===== config.mk =====
export PLATFORM = sky130hd
export DESIGN_NAME = pe_row_seq
export DESIGN_NICKNAME = d
export VERILOG_FILES = /design/src/rtl/pe_row_pkg.sv /design/src/rtl/pe_row_valid_pipe.sv /design/src/rtl/pe_row_seq.sv
export SDC_FILE = /design/constraint.sdc
export NUM_CORES = 1
export LEC_CHECK = 0
export CORE_MARGIN = 5
export CORE_UTILIZATION = 60
export DETAILED_ROUTE_END_ITERATION = 10
export DONT_BUFFER_PORTS = 1
export PLACE_DENSITY = 0.81
export SYNTH_ARGS = -nofsm -noshare
export SYNTH_HDL_FRONTEND = slang
export SYNTH_SLANG_ARGS = --single-unit

===== constraint.sdc =====
create_clock -name clk -period 2.2 [get_ports clk]
set_input_delay 0.44 -clock clk [delete_from_list [all_inputs] [get_ports clk]]
set_output_delay 0.44 -clock clk [all_outputs]
set_load 0.05 [all_outputs]

===== src/rtl/pe_row_pkg.sv =====
// ============================================================================
// Module      : pe_row_pkg
// Description : Shared state encoding and default widths for the PE-row
//               sequencer and its valid delay line.
// Revision    : 1.0 - initial release
// ============================================================================
`default_nettype none

package pe_row_pkg;

    localparam logic [2:0] S_IDLE     = 3'd0;
    localparam logic [2:0] S_LOAD_WGT = 3'd1;
    localparam logic [2:0] S_STREAM   = 3'd2;
    localparam logic [2:0] S_DRAIN    = 3'd3;
    localparam logic [2:0] S_DONE     = 3'd4;

    localparam int DEF_IFM_WIDTH    = 8;
    localparam int DEF_WEIGHT_WIDTH = 8;
    localparam int DEF_KERNEL_SIZE  = 3;
    localparam int STALL_W          = 16;

endpackage

`default_nettype wire


===== src/rtl/pe_row_valid_pipe.sv =====
// ============================================================================
// Module      : pe_row_valid_pipe
// Description : Enabled DEPTH-deep valid-token shift register; tail_o marks
//               a psum column that is valid at the FIFO input.
// Revision    : 1.0 - initial release
// ============================================================================
`default_nettype none

module pe_row_valid_pipe #(
    parameter int DEPTH = 3
) (
    input  logic clk,
    input  logic rst,
    input  logic en_i,
    input  logic d_i,
    output logic tail_o
);

    logic [DEPTH-1:0] pipe_q;

    generate
        if (DEPTH == 1) begin : g_depth1
            always_ff @(posedge clk or posedge rst) begin
                if (rst) begin
                    pipe_q <= '0;
                end else if (en_i) begin
                    pipe_q <= d_i;
                end
            end
        end else begin : g_deep
            always_ff @(posedge clk or posedge rst) begin
                if (rst) begin
                    pipe_q <= '0;
                end else if (en_i) begin
                    pipe_q <= {pipe_q[DEPTH-2:0], d_i};
                end
            end
        end
    endgenerate

    assign tail_o = pipe_q[DEPTH-1];

endmodule

`default_nettype wire


===== src/rtl/pe_row_seq.sv =====
// ============================================================================
// Module      : pe_row_seq
// Description : Upstream sequencer for a row-stationary PE row: loads the
//               kernel row, streams IFM samples, drains the pipeline and
//               raises FIFO wr_en only on valid output columns.
//               Optional: `define PE_ROW_SEQ_STALL_CNT_EN for stall counter.
// Revision    : 1.0 - initial release
// ============================================================================
`default_nettype none

module pe_row_seq
    import pe_row_pkg::*;
#(
    parameter int IFM_WIDTH    = DEF_IFM_WIDTH,
    parameter int WEIGHT_WIDTH = DEF_WEIGHT_WIDTH,
    parameter int KERNEL_SIZE  = DEF_KERNEL_SIZE,
    parameter int ROW_LEN      = 16,
    parameter int PIPE_LAT     = 3,
    parameter int CNT_WIDTH    = 5
) (
    input  logic                            clk,
    input  logic                            rst_n,
    input  logic                            start,
    input  logic                            wgt_valid,
    input  logic [KERNEL_SIZE*WEIGHT_WIDTH-1:0] wgt_in,
    output logic                            wgt_ready,
    input  logic                            ifm_valid,
    input  logic [IFM_WIDTH-1:0]            ifm_in,
    output logic                            ifm_ready,
    input  logic                            fifo_full,
    output logic                            set_wgt,
    output logic [KERNEL_SIZE*WEIGHT_WIDTH-1:0] wgt_o,
    output logic                            set_ifm,
    output logic                            set_reg,
    output logic [IFM_WIDTH-1:0]            ifm_o,
    output logic                            wr_en,
    output logic                            busy,
    output logic                            done,
    output logic [STALL_W-1:0]              stall_cnt
);

    localparam int                   BUB_W    = $clog2(PIPE_LAT + 1);
    localparam logic [BUB_W-1:0]     BUB_LAST = BUB_W'(PIPE_LAT);
    localparam logic [CNT_WIDTH-1:0] CNT_LAST = CNT_WIDTH'(ROW_LEN - 1);
    localparam logic [CNT_WIDTH-1:0] CNT_TOK  = CNT_WIDTH'(KERNEL_SIZE - 1);

    logic [2:0]                          state_q,   state_d;
    logic [CNT_WIDTH-1:0]                cnt_q,     cnt_d;
    logic [BUB_W-1:0]                    bub_q,     bub_d;
    logic                                pend_q,    pend_d;
    logic                                tok_q,     tok_d;
    logic                                set_wgt_q, set_wgt_d;
    logic [KERNEL_SIZE*WEIGHT_WIDTH-1:0] wgt_q,     wgt_d;
    logic [IFM_WIDTH-1:0]                ifm_q,     ifm_d;

    logic w_fire;
    logic w_hs;
    logic w_bub_issue;
    logic w_tail;

    // A pending strobe is held (not dropped) while the FIFO is full, so the
    // PE shift and any column write never happen against a full FIFO.
    assign w_fire      = pend_q & ~fifo_full;
    assign w_hs        = (state_q == S_STREAM) & ifm_valid & ~fifo_full;
    assign w_bub_issue = (state_q == S_DRAIN) & ~fifo_full & (bub_q != BUB_LAST);

    always_comb begin
        state_d   = state_q;
        cnt_d     = cnt_q;
        bub_d     = bub_q;
        pend_d    = pend_q & fifo_full;
        tok_d     = tok_q;
        set_wgt_d = 1'b0;
        wgt_d     = wgt_q;
        ifm_d     = ifm_q;
        case (state_q)
            S_IDLE: begin
                if (start) begin
                    state_d = S_LOAD_WGT;
                end
            end
            S_LOAD_WGT: begin
                if (wgt_valid) begin
                    wgt_d     = wgt_in;
                    set_wgt_d = 1'b1;
                    cnt_d     = '0;
                    state_d   = S_STREAM;
                end
            end
            S_STREAM: begin
                if (w_hs) begin
                    ifm_d  = ifm_in;
                    pend_d = 1'b1;
                    tok_d  = (cnt_q >= CNT_TOK);
                    cnt_d  = cnt_q + 1'b1;
                    if (cnt_q == CNT_LAST) begin
                        bub_d   = '0;
                        state_d = S_DRAIN;
                    end
                end
            end
            S_DRAIN: begin
                if (w_bub_issue) begin
                    ifm_d  = '0;
                    pend_d = 1'b1;
                    tok_d  = 1'b0;
                    bub_d  = bub_q + 1'b1;
                end else if ((bub_q == BUB_LAST) && !(pend_q && fifo_full)) begin
                    // Last bubble strobe fires this cycle; done follows it.
                    state_d = S_DONE;
                end
            end
            S_DONE: begin
                state_d = S_IDLE;
            end
            default: begin
                state_d = S_IDLE;
            end
        endcase
    end

    always_ff @(posedge clk or posedge rst_n) begin
        if (rst_n) begin
            state_q   <= S_IDLE;
            cnt_q     <= '0;
            bub_q     <= '0;
            pend_q    <= 1'b0;
            tok_q     <= 1'b0;
            set_wgt_q <= 1'b0;
            wgt_q     <= '0;
            ifm_q     <= '0;
        end else begin
            state_q   <= state_d;
            cnt_q     <= cnt_d;
            bub_q     <= bub_d;
            pend_q    <= pend_d;
            tok_q     <= tok_d;
            set_wgt_q <= set_wgt_d;
            wgt_q     <= wgt_d;
            ifm_q     <= ifm_d;
        end
    end

    pe_row_valid_pipe #(
        .DEPTH (PIPE_LAT)
    ) u_valid_pipe (
        .clk    (clk),
        .rst    (rst_n),
        .en_i   (w_fire),
        .d_i    (tok_q),
        .tail_o (w_tail)
    );

    assign wgt_ready = (state_q == S_LOAD_WGT);
    assign ifm_ready = (state_q == S_STREAM) & ~fifo_full;
    assign set_wgt   = set_wgt_q;
    assign wgt_o     = wgt_q;
    assign set_ifm   = w_fire;
    assign set_reg   = w_fire;
    assign ifm_o     = ifm_q;
    assign wr_en     = w_tail & w_fire;
    assign busy      = (state_q != S_IDLE);
    assign done      = (state_q == S_DONE);

`ifdef PE_ROW_SEQ_STALL_CNT_EN
    logic [STALL_W-1:0] stall_q;
    logic               w_stall;

    assign w_stall = ((state_q == S_STREAM) || (state_q == S_DRAIN)) &&
                     (fifo_full || ((state_q == S_STREAM) && !ifm_valid));

    always_ff @(posedge clk or posedge rst_n) begin
        if (rst_n) begin
            stall_q <= '0;
        end else if (start && (state_q == S_IDLE)) begin
            stall_q <= '0;
        end else if (w_stall && (stall_q != '1)) begin
            stall_q <= stall_q + 1'b1;
        end
    end

    assign stall_cnt = stall_q;
`else
    assign stall_cnt = '0;
`endif

endmodule

`default_nettype wire


==> flow_metrics.py <==
metrics = {
    "power": {
        "net_switching_share_of_the_total_power": 0.531,
        "seq_power_share": 0.643,
        "total_switching_power_mw": 2.15,
        "power_density_mw_per_mm2": 1780,
        "power.share.clock": 0.103,
        "power.share.combinational": 0.255,
        "max-vdd-ir-drop_mv": 0.913,
        "internal_cell_power_mw": 1.90,
        "power_total_mw": 4.05,
        "cellLeakagePower_nw": 1.08,
    },
    "timing": {
        "report.final.hold_viol_count": 0,
        "setup-tns-final_ns": 0,
        "tightestPinTransition_ns": 0.732,
        "fmax_ghz": 0.477,
        "min_period_over_period": 0.954,
        "finalClockSkew_ns": 0.00930,
        "timing_max_transition_violations_final": 0,
        "setup-violations-final": 0,
        "fin_crit_ns": 2.10,
        "setup_repair_after_global_routing_missed_its_margin": "false",
        "holdWs_ns": 0.0865,
        "final.setup.worst_slack_ns": 0.102,
        "slew_headroom": 0.509,
    },
    "synth": {
        "avgSynthCellArea_um2": 12.6,
        "syn-cell-area_mm2": 0.00217,
        "synth.yosys.seq_area_share": 0.553,
        "count_of_state_elements_after_synthesis": 48,
        "syn_inst": 172,
        "post_synth_num_cell_types": 40,
        "yosys_warnings": 0,
        "ys.flop_type": "sky130_fd_sc_hd__dfrtp_1",
        "asyncSetResetFlopFracSynth": 1.00,
        "synth_enable_flop_cells": 0,
    },
    "route": {
        "drt_pre_antenna_iters": 4,
        "vias_per_cell": 5.78,
        "routed-via-count": 1307,
        "routed_wl_mm": 4.09,
        "wl_per_cell_um": 18.1,
        "drtIter0Drc": 63,
        "remaining_drc_errors": 0,
        "ant_nets": 0,
    },
    "global_route": {
        "track_usage": 0.170,
        "grt_first_pass_wirelength_mm": 6.65,
        "overflow": 0,
        "initial_antenna_violation_count": 0,
        "grt_pass1_vias": 1311,
        "grt_start_max_net_pins": 49,
    },
    "final_layout": {
        "fillerInstances": 274,
        "net_count_of_the_finished_layout": 221,
        "layout.cells.most_common_list": "sky130_fd_sc_hd__dfrtp_1 (47), sky130_fd_sc_hd__mux2_2 (27), sky130_fd_sc_hd__conb_1 (16)",
        "syn_to_final_growth_pct": 4.61,
        "layout_commonest_cell": "sky130_fd_sc_hd__dfrtp_1",
        "finalNonFillerCells": 226,
        "utilization": 0.665,
        "final_layout_size_suffix_gt1_frac": 0.278,
        "n_antenna_cell": 0,
        "final_design_area_no_fill_mm2": 0.00227,
    },
    "setup_path": {
        "worst-endpoint-arrival_ns": 1.66,
        "critical_path_peak_fanout": 10,
        "critical_path.endpoint_type": "output pin",
        "slowest_stage": "sky130_fd_sc_hd__or3b_2",
        "cp-start-kind": "flip-flop",
        "crit_buf_inv": 1,
        "critical_path_s_top_delay_family": "simple AND/OR/NAND/NOR gates",
        "critical_path_class": "reg -> out",
        "required_time_worst_endpoint_ns": 1.76,
        "worst_path_largest_cell_delay_ns": 0.51,
        "path_cells": "or3b_2 > nor2_1 > buf_4",
    },
    "run": {
        "max_cap_violations": 0,
    },
    "clock_network": {
        "cts.sinks": 48,
        "cts_max_level": 2,
        "worst_skew_pair.late_latency_ns": 0.36,
        "cts_hold_buffers": 0,
        "clock_slew_at_the_register_clock_pins_of_the_worst_setup_and_hold_paths_ns": 0.13,
        "tritoncts": "done",
        "cts-root-to-sink-buffers": 2,
        "tritoncts.num_buffers": 5,
        "clockRootBuffer": "sky130_fd_sc_hd__clkbuf_4",
    },
    "placement": {
        "dpl-instance-area_mm2": 0.00221,
        "post-place-ws_ns": 0.427,
        "numPortBuffers": 0,
        "place.detailed.instances": 218,
        "hpwlAfterDp_mm": 3.08,
        "finalWeightedCongestion": 0.773,
    },
    "floorplanning": {
        "die-width_um": 70.2,
        "dieHeight_um": 70.2,
        "die_footprint_mm2": 0.00492,
        "initial_utilization": 0.636,
        "rows": 21,
        "ioPinCount": 94,
        "design.core.area_mm2": 0.00342,
    },
    "worst_hold_path": {
        "hp-class": "in -> async",
    },
    "status": {
        "outcome": "finished, final reports clean",
    },
}
==> sequential cells by signal, summed over array words and instances, names as in the netlist <==
name                 cells
set_wgt                  1
cnt_q                    5
bub_q                    2
tok_q                    1
state_q                  3
pend_q                   1
u_valid_pipe.pipe_q      3
ifm_o                    8
wgt_o                   24
==> worst paths after layout <==
check / start / endpoint / slack, ns / depth (start not counted)
max: state_q[2]$_DFFE_PP0P_ / ifm_ready / 0.10 / 3
min: rst_n / wgt_o[8]$_DFFE_PP0P_ / 0.09 / 2
max reg2reg: cnt_q[1]$_DFFE_PP0P_ / cnt_q[4]$_DFFE_PP0P_ / 0.41 / 5
min reg2reg: pend_q$_DFF_PP0_ / pend_q$_DFF_PP0_ / 0.52 / 2
max in group asynchronous: rst_n / state_q[1]$_DFFE_PP0P_ / 1.71 / 2
min in group clk: fifo_full / pend_q$_DFF_PP0_ / 0.19 / 2
==> cell type report <==
type,instances,area [µm²],area share
repair buffers,10,87.6,0.0385
well taps,46,57.6,0.0253
flip-flops and latches,48,1200,0.529
inverters,6,22.5,0.00991
multi-input cells,108,840,0.369
clock inverters,1,7.51,0.00330
clock buffers,7,55.1,0.0242
==> synth_stat cells, types with 2 or more instances <==
cell                       count  area (µm²)
sky130_fd_sc_hd__buf_4        17         128
sky130_fd_sc_hd__o21ai_0       3        15.0
sky130_fd_sc_hd__mux2i_1       2        20.0
sky130_fd_sc_hd__nand2_1       5        18.8
sky130_fd_sc_hd__inv_1         6        22.5
sky130_fd_sc_hd__o31ai_1       2        15.0
sky130_fd_sc_hd__dfrtp_1      48        1200
sky130_fd_sc_hd__or4_1         2        15.0
sky130_fd_sc_hd__a22o_1        9        78.8
sky130_fd_sc_hd__nor3b_1       2        15.0
sky130_fd_sc_hd__nand2b_1      3        18.8
sky130_fd_sc_hd__nor2b_1       4        25.0
sky130_fd_sc_hd__a21oi_1       3        15.0
sky130_fd_sc_hd__nor4_1        2        12.5
sky130_fd_sc_hd__and3_1        2        12.5
sky130_fd_sc_hd__mux2_2       27         304
sky130_fd_sc_hd__nor2_1        4        15.0
sky130_fd_sc_hd__ha_1          4        50.1
sky130_fd_sc_hd__buf_2         5        25.0
sky130_fd_sc_hd__nand3_1       2        10.0
==> kinds of logic (layout without fill, tap and decap cells) <==
kind of cell	count (synthesis)	after routing	synth area share
buf+inv	31	24	0.0899
flops	48	48	0.553
compound gates	25	25	0.0876
other cells	1	16	0.00173
simple gates	34	34	0.0956
mux	29	29	0.149
fa+ha+maj	4	4	0.0230
==> what timing repair did <==
action | 4_1_cts | 5_1_grt
endpoints found under the hold margin | 0 | 0
setup endpoints to repair | 0 | 1
resized for setup | 0 | 1
setup buffers | 0 | 0
==> power groups by stage <==
stage | sequential (mW) | combinational (mW) | clock [mW]
finish | 2.61 | 1.03 | 0.416
floorplan | 2.51 | 0.912 | 0
detailed placement | 2.62 | 1.04 | 0
CTS | 2.61 | 1.04 | 0.433
global route | 2.66 | 1.14 | 0.468
global placement | 2.60 | 0.988 | 0
==> routing by layer <==
| layer | vias to the layer above | part of all wire | GRT usage |
|---|---|---|---|
| met5 | - | 0 | 0 |
| met4 | 0 | 0.017 | 0.0745 |
| met3 | 9 | 0.12 | 0.0803 |
| met2 | 80 | 0.49 | 0.271 |
| met1 | 629 | 0.37 | 0.195 |
| li1 | 589 | - | - |
Note: power is estimated with default switching activity, not from simulation.
